File: config.mk
export PLATFORM = sky130hd
export DESIGN_NAME = joy_db15_tx
export DESIGN_NICKNAME = d
export VERILOG_FILES = /design/src/rtl/joy_db15_tx.sv
export SDC_FILE = /design/constraint.sdc
export NUM_CORES = 1
export LEC_CHECK = 0
export CORE_MARGIN = 4
export CORE_UTILIZATION = 45
export DETAILED_ROUTE_END_ITERATION = 8
export GPL_TIMING_DRIVEN = 0
export PLACE_DENSITY = 0.74
export SLEW_MARGIN = 20
export SYNTH_ARGS = -nofsm -noshare
export SYNTH_HDL_FRONTEND = slang
export SYNTH_SLANG_ARGS = --single-unit
File: constraint.sdc
create_clock -name clk -period 1.45 [get_ports clk]
set_input_delay 0.29 -clock clk [delete_from_list [all_inputs] [get_ports clk]]
set_output_delay 0.29 -clock clk [all_outputs]
set_load 0.01 [all_outputs]
File: src/rtl/joy_db15_tx.sv
// rtl/joy_db15_tx.sv - DB15 joystick shift-chain responder; JOY_DB15_TX_FILTER_EN adds input stability filters
// Latches {joystick2, joystick1} while JOY_LOAD is low and shifts it LSB first, active-low, on JOY_CLK rises.
module joy_db15_tx #(
    parameter int FRAME_BITS = 32
) (
    input  logic        clk,
    input  logic        reset_l,
    input  logic [15:0] joystick1,
    input  logic [15:0] joystick2,
    input  logic        JOY_CLK,
    input  logic        JOY_LOAD,
    output logic        JOY_DATA,
    output logic        frame_done,
    output logic [5:0]  bit_cnt
);
    typedef enum logic [1:0] {IDLE, LOADING, SHIFTING, DRAINED} state_t;

    localparam logic [5:0] LAST_BIT = 6'(FRAME_BITS - 1);

    state_t      state, state_nxt;
    logic [31:0] shreg, shreg_nxt;
    logic [5:0]  cnt_nxt;
    logic        done_nxt;
    logic [1:0]  jclk_sync, load_sync;
    logic        jclk_s, load_s, jclk_d, load_d, rise;

    // Sync chains reset to the idle pin levels: clock low, load released
    always_ff @(posedge clk) begin
        if (!reset_l) begin
            jclk_sync <= 2'b00;
            load_sync <= 2'b11;
        end else begin
            jclk_sync <= {jclk_sync[0], JOY_CLK};
            load_sync <= {load_sync[0], JOY_LOAD};
        end
    end

`ifdef JOY_DB15_TX_FILTER_EN
    // Index 0 is JOY_CLK, index 1 is JOY_LOAD; a level is taken after 4 agreeing samples
    logic [1:0] filt;
    logic [1:0] raw;
    logic [1:0] stab_cnt [2];

    assign raw = {load_sync[1], jclk_sync[1]};

    always_ff @(posedge clk) begin
        if (!reset_l) begin
            filt        <= 2'b10;
            stab_cnt[0] <= 2'd0;
            stab_cnt[1] <= 2'd0;
        end else begin
            for (int i = 0; i < 2; i++) begin
                if (raw[i] == filt[i]) begin
                    stab_cnt[i] <= 2'd0;
                end else if (stab_cnt[i] == 2'd3) begin
                    filt[i]     <= raw[i];
                    stab_cnt[i] <= 2'd0;
                end else begin
                    stab_cnt[i] <= stab_cnt[i] + 2'd1;
                end
            end
        end
    end

    assign jclk_s = filt[0];
    assign load_s = filt[1];
`else
    assign jclk_s = jclk_sync[1];
    assign load_s = load_sync[1];
`endif

    assign rise = jclk_s & ~jclk_d;

    always_ff @(posedge clk) begin
        if (!reset_l) begin
            state      <= IDLE;
            shreg      <= 32'd0;
            bit_cnt    <= 6'd0;
            frame_done <= 1'b0;
            jclk_d     <= 1'b0;
            load_d     <= 1'b1;
        end else begin
            state      <= state_nxt;
            shreg      <= shreg_nxt;
            bit_cnt    <= cnt_nxt;
            frame_done <= done_nxt;
            jclk_d     <= jclk_s;
            load_d     <= load_s;
        end
    end

    // Load dominates every state; a shift needs load high for this and the previous cycle
    always_comb begin
        state_nxt = state;
        shreg_nxt = shreg;
        cnt_nxt   = bit_cnt;
        done_nxt  = 1'b0;
        if (!load_s) begin
            state_nxt = LOADING;
            shreg_nxt = {joystick2, joystick1};
            cnt_nxt   = 6'd0;
        end else begin
            case (state)
                LOADING: state_nxt = SHIFTING;
                SHIFTING: begin
                    if (rise && load_d) begin
                        cnt_nxt = bit_cnt + 6'd1;
                        if (bit_cnt == LAST_BIT) begin
                            // Clear unsent high bits so the line idles at the no-press level
                            shreg_nxt = 32'd0;
                            done_nxt  = 1'b1;
                            state_nxt = DRAINED;
                        end else begin
                            shreg_nxt = {1'b0, shreg[31:1]};
                        end
                    end
                end
                default: state_nxt = state;
            endcase
        end
    end

    assign JOY_DATA = ~shreg[0];

endmodule

[Word-level counts from Yosys, hierarchy flattened]
Index checks and enable logic that the tools add are counted.
Storage, ports and cells
  register bits: 47
  latch bits: 0
  memory bits (writable): 0
  memory bits (read-only): 0
  memories kept: 0
Cells by class
  add/subtract/negate cells: 1
  $mul: 0
  divide/modulo/power cells: 0
  magnitude comparators: 0
  equal/unequal tests: 10
  shifts and indexed selects: 0
  mux-type cells: 9
  bitwise gates (word level): 3
  reduce and logical (&&, ||, !) cells: 8
Operators with widths (number)
  two-way mux 32 bit: 3
  two-way mux 31 bit: 1
  adder 6 x 1 -> 6 bit, second input constant: 1
  equality test 6 x 5 -> 1 bit, second input constant: 1
  != test 3 bit, second input constant: 2
  AND reduction 2 bit: 3
  AND reduction 3 bit: 2
  two-way mux 2 bit: 2
  != test 2 x 1 -> 1 bit, second input constant: 2
  != test 2 bit, second input constant: 2
  one-hot mux 2 bit (2 select lines): 1
  AND reduction 4 bit: 1
  != test 3 x 1 -> 1 bit, second input constant: 1
  equality test 2 x 1 -> 1 bit, second input constant: 1
  equality test 2 bit, second input constant: 1
  two-way mux 1 bit: 2
  inverter 1 bit: 2
  nonzero test 2 bit: 1
  bitwise AND 1 bit: 1
  logical AND 1 bit: 1

[Depth between registers and ports, before layout]
Gate-level depths: netlist of run 1.
  depth in word-level cells: 6
  depth in mapped cells: 7
  mapped depth without buffers: 5

[Worst setup path after synthesis of run 1]
No wires, ideal clock.
  path kind: register to register
  start: register state[0]
  end: register shreg[17]
  library setup time: 70 ps
  arrival: 1352 ps
  slack: 28 ps
  stages on the path, launching flop included: 8
  path buffers: 2
  cell sequence: dfxtp_1 inv_1 ha_1 nand4b_4 buf_6 clkbuf_1 a21oi_1 a21oi_1
On the way
  longest elaborated chain between the ends: 3
RTL lines
  from (decl): RTL line 20  | state_t state, state_nxt;
  from (signal assigned): RTL line 83  | state <= state_nxt;
  equality test 2 bit: RTL line 103  | case (state)
  != test 2 x 1 -> 1 bit (no line)
  AND reduction 2 bit (no line)
  to (signal assigned): RTL line 84  | shreg <= shreg_nxt;
  to (decl): RTL line 21  | logic [31:0] shreg, shreg_nxt;
No other way between the ends.
A chain may end at the register's enable or synchronous reset.

[Worst setup path in the final report of run 1]
  start: register state[0]
  end: register bit_cnt[0]
On the way
  longest elaborated chain between the ends: 2
RTL lines
  equality test 2 bit: RTL line 103
  AND reduction 2 bit (no line)
  to (signal assigned): RTL line 85  | bit_cnt <= cnt_nxt;
  to (decl): RTL line 14  | output logic [5:0] bit_cnt
No other way between the ends.

==> impl_metrics.toml, run 1 <==
[run_status]
outcome = "finished, violations left"
violations = "negative setup slack"

[pwr]
p_int_mw = 1.94
pwr-share-clk = 0.346
p_sw_mw = 0.576
max-vdd-ir-drop_mv = 0.441
seqPwrFrac = 0.548
switching_share = 0.229
p_comb_frac = 0.106
leakage_nw = 1.01
p_per_area_nw_per_um2 = 863

[setup_path]
path_class = "register to register"
end_kind = "register"
start_kind = "register"
worst-path-max-fanout = 8
cpPeakStageDelay_ps = 360
critPathRequiredTime_ps = 1640
crit_chain = "inv_4 > ha_4 > and4b_1 > buf_6 > buf_4 > buf_4 > xnor2_2 > nor2_1"
worstPathArrival_ps = 1660
slowest_stage = "dfxtp_2"
path_common_cell = "buf_4"

[logic_synthesis]
synth_top_area_share = 0.445
synth_cell_type_count = 33
yosys_warnings = 0
ys.flop_type = "dfxtp_1"
postSynthCellCount = 245
ys_seq_elements = 47
synth.most_common_cell = "a21oi_1"
asyncSetResetFlopFracSynth = 0
synth-edff-count = 0
synth_nets = 284
avgSynthCellArea_sq_um = 8.63
yosys-top-cells-count = "67 x a21oi_1, 47 x dfxtp_1, 31 x o211ai_1, 26 x o21ai_0, 15 x clkbuf_1"
synth.area.top_cells = "dfxtp_1 45%, a21oi_1 16%, o211ai_1 11%"
netlist_area_sq_um = 2110
yosysTopAreaCell = "dfxtp_1"
ys_seq_area_frac = 0.445

[sta]
worst_pin_slew_ps = 576
clock_skew_ps = 2.37
fmax_ghz = 0.680
min_period_over_period = 1.01
fin_hold_ws_ps = 274
slew_headroom = 0.616
rsz0062_at_grt = "yes"
hold_viol_final = 0
period_minus_slack_ps = 1470
setup_viol = 1
setup_slack_ps = -20.6
finalMaxSlewViolations = 0

[routing]
final_antenna_net_count = 0
drt_wl_total_um = 5120
vias = 2035
drc_errors = 0
wl_per_cell_um = 14.5
drt_iter0_drc = 115
firstDrtPassIters = 4
avgViaCountPerCell = 5.76

[clock_tree]
htree_num_levels = 2
clock_latency_ps = 300
root_buffer = "clkbuf_8"
numCtsBuffers = 5
cts_hold_buf = 0
clock_path_buffers = 2
cts.clk_slew.worst_paths_ps = 80
cts_sinks = 47
tritoncts = "yes"

[global_routing]
grt_max_degree = 14
first_global_vias = 1731
grt_overflow_total = 0
grt_use_total = 0.159
grt_pass1_wl_um = 7730
use_met1 = 0.207
antenna_found_initial = 0
use_met3 = 0.0461
top_usage_layer = "met2"
use_met2 = 0.250

[final_layout]
synthToLayoutAreaGrowth_pct = 37.8
post-route-util = 0.655
layout.nets = 339
num_antenna_cells = 0
drive_above_1_share = 0.166

[die]
die_w_um = 76.5
fp.dieH_um = 76.5
design.core.area_sq_um = 4440
initial_core_util = 0.476
dieArea_sq_um = 5860
io_pins = 44
num_rows = 24

[min_path]
hp-class = "input pin to register"

[place]
port_buffers = 42
gp_congestion = 0.780
hpwl_um = 3420

[run]
max-cap-violations = 0
sequential cells by signal, indices dropped and copies added, names as in the netlist:
signal      flops
bit_cnt         6
frame_done      1
jclk_d          1
jclk_sync       2
load_d          1
load_sync       2
shreg          32
state           2
metrics by stage:
stage                     instances  instance area (sq um)  TNS (ps)  total power, mW  setup slack (ps)
final                           353                   2910     -20.6             2.51             -20.6
after global routing            353                   2910      -261             2.61             -61.3
after CTS                       347                   2740     -37.4             2.51             -14.6
after detailed placement        339                   2600     -4160             1.66              -205
after global placement          339                   2600     -3850             1.65              -197
after floorplan                 245                   2110         0             1.53              28.2
placed cells by master (no fill, tap or decap), types with 6 or more instances in the layout:
cell type	n
a21oi_1	59
dfxtp_1	41
clkdlybuf4s50_1	35
o211ai_1	31
o21ai_0	26
clkbuf_1	12
clkbuf_8	8
a21oi_2	8
o21ai_1	8
dlygate4sd2_1	7
buf_6	6
nand2_1	6
dfxtp_2	6
power groups by stage:
stage | registers [mW] | logic (mW) | clock network, mW
global route | 1.38 | 0.293 | 0.938
floorplan | 1.40 | 0.130 | 0
global placement | 1.40 | 0.248 | 0
CTS | 1.37 | 0.254 | 0.881
finish | 1.38 | 0.266 | 0.870
detailed placement | 1.40 | 0.252 | 0
critical path, delay by kind of cell (launching register included):
family | cells | cell delay (ps)
XOR/XNOR | 1 | 100
adder cells (fa/ha/maj) | 1 | 170
buffers and inverters | 4 | 470
flip-flops | 1 | 360
AND/OR/NAND/NOR | 2 | 260
routing by layer:
| layer | wire length, um | vias to the layer above |
|---|---|---|
| met5 | 0 | - |
| met4 | 53 | 0 |
| met3 | 277 | 6 |
| met2 | 2450 | 54 |
| met1 | 2330 | 952 |
| li1 | - | 1023 |
timing repair:
| action | CTS | global route |
|---|---|---|
| cloned | 0 | 3 |
| pin swaps | 0 | 8 |
| buffers inserted | 0 | 3 |
| resized for setup | 24 | 30 |
| setup endpoints to repair | 42 | 34 |
worst paths after layout:
check	startpoint	endpoint	slack [ps]	cells past startpoint
worst max-delay path	state[0]	bit_cnt[0]	-20	8
worst min-delay path	reset_l	load_sync[1]	270	2
worst max register to register	state[0]	bit_cnt[0]	-20	8
worst min register to register	load_sync[0]	load_sync[1]	420	1
layout make-up:
class | count | area, sq um
fill | 391 | 1530
multi-input combinational | 167 | 1080
sequential | 47 | 948
timing repair buffer | 48 | 489
buffer | 26 | 213
clock buffer | 8 | 100
tap | 52 | 65.1
inverter | 5 | 21.3
cells by family (layout without fill, tap and decap cells):
logic type,after synthesis,after routing,share of synthesized area
fa+ha+maj,3,3,0.0178
compound gates,138,138,0.374
xor+xnor,1,1,0.00415
flops,47,47,0.445
simple gates,25,25,0.0770
buf+inv,31,87,0.0823
Power figures use the tool's default switching activity.
==> run 2: changes to the inputs <==
--- a/config.mk
+++ b/config.mk
@@ -5,8 +5,10 @@
 export SDC_FILE = /design/constraint.sdc
 export NUM_CORES = 1
 export LEC_CHECK = 0
+export CAP_MARGIN = 25
 export CORE_MARGIN = 4
 export CORE_UTILIZATION = 45
+export CTS_CLUSTER_DIAMETER = 30
 export DETAILED_ROUTE_END_ITERATION = 8
 export GPL_TIMING_DRIVEN = 0
 export PLACE_DENSITY = 0.74
==> results of run 2 <==
The final DEF is identical to that of run 1; final timing and power are the same.
